--- src/rtl/program_loader.sv ---
// Serial program loader: parses A5/LEN/payload/checksum frames from a byte
// stream, writes payload bytes to program memory and holds the core meanwhile.
module program_loader #(
  parameter int MEM_BYTES      = 1024,
  parameter int TIMEOUT_CYCLES = 1000000
) (
  input  logic        clk,
  input  logic        rst_n,
  input  logic        rx_valid,
  input  logic [7:0]  rx_data,
  output logic        rx_ready,
  output logic        write_enable,
  output logic [7:0]  write_data,
  output logic [31:0] write_address,
  output logic        cpu_hold,
  output logic        load_done,
  output logic        load_error
);

  localparam int IW = (MEM_BYTES > 1) ? $clog2(MEM_BYTES) : 1;
  localparam int TW = $clog2(TIMEOUT_CYCLES + 1);
  localparam logic [TW-1:0] TMAX   = TW'(TIMEOUT_CYCLES);
  localparam logic [TW-1:0] TLAST  = TW'(TIMEOUT_CYCLES - 1);
  localparam logic [16:0]   MAXLEN = 17'(MEM_BYTES);

  typedef enum logic [2:0] {
    IDLE, LEN_LO, LEN_HI, DATA, CHECK
  } state_e;

  state_e          state_q, state_d;
  logic [15:0]     len_q, len_d;
  logic [IW-1:0]   idx_q, idx_d;
  logic [7:0]      sum_q, sum_d;
  logic [TW-1:0]   tcnt_q, tcnt_d;
  logic            we_q, we_d;
  logic [7:0]      wdata_q, wdata_d;
  logic [IW-1:0]   waddr_q, waddr_d;
  logic            hold_q, hold_d;
  logic            done_q, done_d;
  logic            err_q, err_d;

  logic            acc;
  logic            timeout;
  logic [15:0]     lenw;

  always_ff @(posedge clk) begin
    if (!rst_n) begin
      state_q <= IDLE;
      len_q   <= '0;
      idx_q   <= '0;
      sum_q   <= '0;
      tcnt_q  <= '0;
      we_q    <= 1'b0;
      wdata_q <= '0;
      waddr_q <= '0;
      hold_q  <= 1'b0;
      done_q  <= 1'b0;
      err_q   <= 1'b0;
    end else begin
      state_q <= state_d;
      len_q   <= len_d;
      idx_q   <= idx_d;
      sum_q   <= sum_d;
      tcnt_q  <= tcnt_d;
      we_q    <= we_d;
      wdata_q <= wdata_d;
      waddr_q <= waddr_d;
      hold_q  <= hold_d;
      done_q  <= done_d;
      err_q   <= err_d;
    end
  end

  assign acc  = rx_valid & rx_ready;
  assign lenw = {rx_data, len_q[7:0]};

  always_comb begin
    state_d = state_q;
    len_d   = len_q;
    idx_d   = idx_q;
    sum_d   = sum_q;
    we_d    = 1'b0;
    wdata_d = wdata_q;
    waddr_d = waddr_q;
    hold_d  = hold_q;
    done_d  = 1'b0;
    err_d   = 1'b0;
    // Idle counter only runs inside a frame and saturates at the limit
    if (state_q == IDLE || acc)
      tcnt_d = '0;
    else if (tcnt_q == TMAX)
      tcnt_d = tcnt_q;
    else
      tcnt_d = tcnt_q + 1'b1;
    timeout = (state_q != IDLE) && !acc && (tcnt_q >= TLAST);
    unique case (state_q)
      IDLE: begin
        if (acc && rx_data == 8'hA5) begin
          state_d = LEN_LO;
          sum_d   = '0;
          idx_d   = '0;
          hold_d  = 1'b1;
        end
      end
      LEN_LO: begin
        if (acc) begin
          len_d   = {8'h00, rx_data};
          state_d = LEN_HI;
        end
      end
      LEN_HI: begin
        if (acc) begin
          len_d = lenw;
          if (lenw == 16'd0 || {1'b0, lenw} > MAXLEN) begin
            state_d = IDLE;
            err_d   = 1'b1;
          end else begin
            state_d = DATA;
          end
        end
      end
      DATA: begin
        if (acc) begin
          we_d    = 1'b1;
          wdata_d = rx_data;
          waddr_d = idx_q;
          sum_d   = sum_q + rx_data;
          idx_d   = idx_q + 1'b1;
          if (16'(idx_q) == len_q - 16'd1)
            state_d = CHECK;
        end
      end
      CHECK: begin
        if (acc) begin
          state_d = IDLE;
          if (rx_data == sum_q) begin
            done_d = 1'b1;
            hold_d = 1'b0;
          end else begin
            err_d = 1'b1;
          end
        end
      end
      default: state_d = IDLE;
    endcase
    if (timeout) begin
      state_d = IDLE;
      err_d   = 1'b1;
    end
  end

  always_comb begin
    rx_ready      = rst_n;
    write_enable  = we_q;
    write_data    = wdata_q;
    write_address = 32'(waddr_q);
    cpu_hold      = hold_q;
    load_done     = done_q;
    load_error    = err_q;
  end

endmodule

--- config.mk ---
export PLATFORM = sky130hd
export DESIGN_NAME = program_loader
export DESIGN_NICKNAME = d
export VERILOG_FILES = /design/src/rtl/program_loader.sv
export SDC_FILE = /design/constraint.sdc
export NUM_CORES = 1
export LEC_CHECK = 0
export CORE_MARGIN = 2
export CORE_UTILIZATION = 55
export CTS_BUF_LIST = sky130_fd_sc_hd__clkbuf_8
export CTS_CLUSTER_SIZE = 28
export DETAILED_ROUTE_END_ITERATION = 12
export PLACE_DENSITY = 0.81
export SYNTH_ARGS = -nofsm -noshare
export SYNTH_HDL_FRONTEND = slang
export SYNTH_SLANG_ARGS = --single-unit
--- constraint.sdc ---
create_clock -name clk -period 2.7 [get_ports clk]
set_input_delay 0.27 -clock clk [delete_from_list [all_inputs] [get_ports clk]]
set_output_delay 0.27 -clock clk [all_outputs]
set_load 0.005 [all_outputs]
==> results of run 1 <==
-- metrics by stage --
step | power, mW | area, µm²
after floorplan | 1.274 | 4482
after global placement | 1.306 | 4871
after detailed placement | 1.308 | 4871
after CTS | 2.108 | 5045
after global routing | 2.168 | 5054
final | 2.100 | 5054
-- power groups by stage --
stage          clock network (mW)  registers, mW  logic, mW
2_1_floorplan                   0           1.19     0.0819
6_report                    0.816           1.17      0.119
5_1_grt                     0.874           1.16      0.129
3_5_place_dp                    0           1.19      0.116
3_3_place_gp                    0           1.19      0.114
4_1_cts                     0.826           1.16      0.117
-- worst max-delay path by stage --
stage,slack [ns],from,depth (start not counted),endpoint
4_1_cts,0.10,len_q[0],8,state_q[1]
3_5_place_dp,0.02,rx_data[3],7,state_q[1]
2_1_floorplan,0.40,len_q[0],8,state_q[1]
6_report,0.14,len_q[0],8,state_q[1]
5_1_grt,0.007,len_q[0],8,state_q[1]
3_3_place_gp,0.02,rx_data[3],7,state_q[1]
-- layout make-up --
class	count	area share
Clock inverter	4	0.009903
Inverter	13	0.009656
Clock buffer	9	0.02451
Sequential cell	79	0.3132
Timing Repair Buffer	61	0.1070
Tap cell	102	0.02525
Multi-Input combinational cell	418	0.5105
-- critical path: stages, from the launching register on --
cell and delay [ns]:
dfxtp_2 0.37, inv_1 0.09, ha_1 0.22, or3b_2 0.51, nor3_1 0.27, xor2_1 0.10, or4_4 0.45, nor4b_2 0.32
a21oi_1 0.11
-- kinds of logic after synthesis --
logic type,Yosys count
compound gates,88
other cells,1
xor+xnor,43
buf+inv,62
flops,79
simple gates,250
mux,2
fa+ha+maj,13
-- routing by layer --
layer / wire length [µm] / global-route usage
met5: 0 / 0
met4: 263 / 0.09559
met3: 683 / 0.03948
met2: 5156 / 0.4460
met1: 4772 / 0.3417
-- state kept, by name (all words and copies together), names as in the netlist --
register      cells
idx_q            10
write_data        8
len_q            16
waddr_q          10
state_q           3
sum_q             8
cpu_hold          1
tcnt_q           20
load_error        1
load_done         1
write_enable      1
-- what timing repair did --
item                       in CTS  in global routing
resized for setup               0                  3
setup endpoints to repair       0                  3
hold buffers                    0                  0
-- layout by cell type, fill, tap and decap left out, types with 3 or more instances in the layout --
master	instances
nor2b_1	26
a21oi_1	25
or4_1	7
nand4_1	6
and4_1	6
nand4b_1	3
nand3_1	39
xnor2_1	17
o21a_1	3
nand2_1	49
nor4_1	5
ha_1	12
or3_1	7
o211ai_1	5
dfxtp_1	78
xor2_1	26
conb_1	22
buf_4	28
or2_2	4
a22oi_1	14
o21ai_0	14
and3_1	12
a21boi_0	4
nand3b_1	3
clkbuf_8	9
nor3_1	11
nand2b_1	3
nor2_1	51
nor3b_1	3
and2_1	5
clkdlybuf4s50_1	33
inv_1	12
==> impl_metrics.py, run 1 <==
metrics = {
    "timing": {
        "slew_violations": 0,
        "post-route-period-util": 0.9492,
        "clock.fmax_ghz": 0.3902,
        "max-slew-margin-rel": 0.6529,
        "finClkSkew_ns": 0.009348,
        "fin_crit_ns": 2.563,
        "tns_ns": 0,
        "worst_slew_pin_slew_ns": 0.5167,
        "hold_violations": 0,
        "rsz0062_at_grt": "false",
        "setup_viol": 0,
        "fin_ws_ns": 0.1372,
        "fin_hold_ws_ns": 0.4561,
    },
    "clocking": {
        "clkLatencyLatePin_ns": 0.35,
        "clock-sinks": 79,
        "postCtsSetupRepairBufs": 0,
        "cts-htree-levels": 3,
        "root_buffer": "clkbuf_8",
        "numCtsBuffers": 9,
        "clockBufferDepth": 2,
        "path_clk_slew_ns": 0.08,
        "cts_tree": "built",
    },
    "power": {
        "cellLeakagePower_nw": 1.965,
        "ir_drop_mv": 0.2428,
        "intPower_mw": 1.625,
        "power_density_nw_per_um2": 415.6,
        "combPwrFrac": 0.057,
        "p_clk_frac": 0.389,
        "seqPwrFrac": 0.555,
        "p_sw_mw": 0.4748,
        "switching_share": 0.2261,
    },
    "hold_path": {
        "hp-class": "flip-flop to flip-flop",
        "holdPathStages": 2,
        "whs_endpoint": "waddr_q[8]",
        "hold_path_startpoint": "waddr_q[8]",
    },
    "synthesis": {
        "synth.avg_cell_area_um2": 8.184,
        "netlist-cell-type-count": 59,
        "synth_most_common_cell": "dfxtp_1",
        "synth_top_cell_area_share": 0.3592,
        "synth_simple_gate_area_share": 0.3058,
        "ys.warnings.count": 0,
        "syn-instance-count": 538,
        "synth_top_family_by_area": "simple AND/OR/NAND/NOR gates",
        "ys_top_cells_by_area": "dfxtp_1 36%, xor2_1 5.2%, nand3_1 4.4%",
        "yosys-top-cells-count": "79 x dfxtp_1, 51 x nor2_1, 49 x nand2_1",
        "yosys_most_used_dff": "dfxtp_1",
        "synth-seq-area-share": 0.3592,
        "synth_mux_area_frac": 0.005115,
        "synth_compound_area_frac": 0.1304,
        "ys_ff_latch": 79,
        "synth_top_cell_by_area": "dfxtp_1",
        "syn_area_um2": 4403,
        "synthAdderAreaFrac": 0.03865,
        "synth_edf_count": 0,
        "yosys.area_share.xor_xnor": 0.08554,
        "ys_async_sr_fraction": 0,
    },
    "floorplanning": {
        "die_h_um": 93.47,
        "start_util": 0.5698,
        "die_w_um": 93.47,
        "coreArea_um2": 7727,
        "boundaryPins": 56,
        "die_area_um2": 8737,
        "fp-row-count": 32,
    },
    "routing": {
        "vias_per_cell": 5.815,
        "dr.first_iter.drc_count": 349,
        "dr.pass1.iters": 5,
        "totalWireLength_mm": 10.88,
        "ant_nets": 0,
        "drc": 0,
        "routedWlPerCell_um": 15.85,
        "vias": 3989,
    },
    "global_routing": {
        "grt_use_total": 0.2641,
        "grt_pass1_wl_mm": 18.32,
        "antenna_found_initial": 0,
        "grt_pass1_vias": 3870,
        "overflow": 0,
        "grt_max_degree": 35,
    },
    "cells_and_area": {
        "fill_cells": 633,
        "seqCellArea_um2": 1583,
        "final-instance-count-excl-fill": 686,
        "utilization": 0.6540,
        "drive_gt1_frac": 0.1027,
        "area_delta_synth_final_pct": 14.78,
        "fin_nets": 606,
        "multi_input_area_um2": 2580,
        "antenna_cells": 0,
    },
    "critical_path": {
        "startpoint_type": "flip-flop",
        "crit_type": "flip-flop to flip-flop",
        "rr_worst_depth": 8,
        "endpoint_kind": "flip-flop",
        "rrSetupSlack_ns": 0.14,
        "crit_fanout": 5,
        "r2r-start": "len_q[0]",
        "timing.rr.end": "state_q[1]",
        "crit_arrival_ns": 2.79,
        "required_ns": 2.93,
    },
    "placed_design": {
        "hpwl_mm": 8.051,
        "numPlacedInstances": 673,
        "place.gp.congestion": 0.9594,
        "portBuffers": 33,
        "place_ws_ns": 0.01802,
    },
    "status": {
        "status": "finished clean",
    },
    "job": {
        "drv_cap": 0,
    },
}
No activity file was read; power rests on OpenSTA's default activity.
==> run 2, diff against run 1 <==
--- a/config.mk
+++ b/config.mk
@@ -14,3 +14,4 @@
 export SYNTH_ARGS = -nofsm -noshare
 export SYNTH_HDL_FRONTEND = slang
 export SYNTH_SLANG_ARGS = --single-unit
+export TNS_END_PERCENT = 50
==> results of run 2 <==
The final DEF is identical to that of run 1; final timing and power are the same.
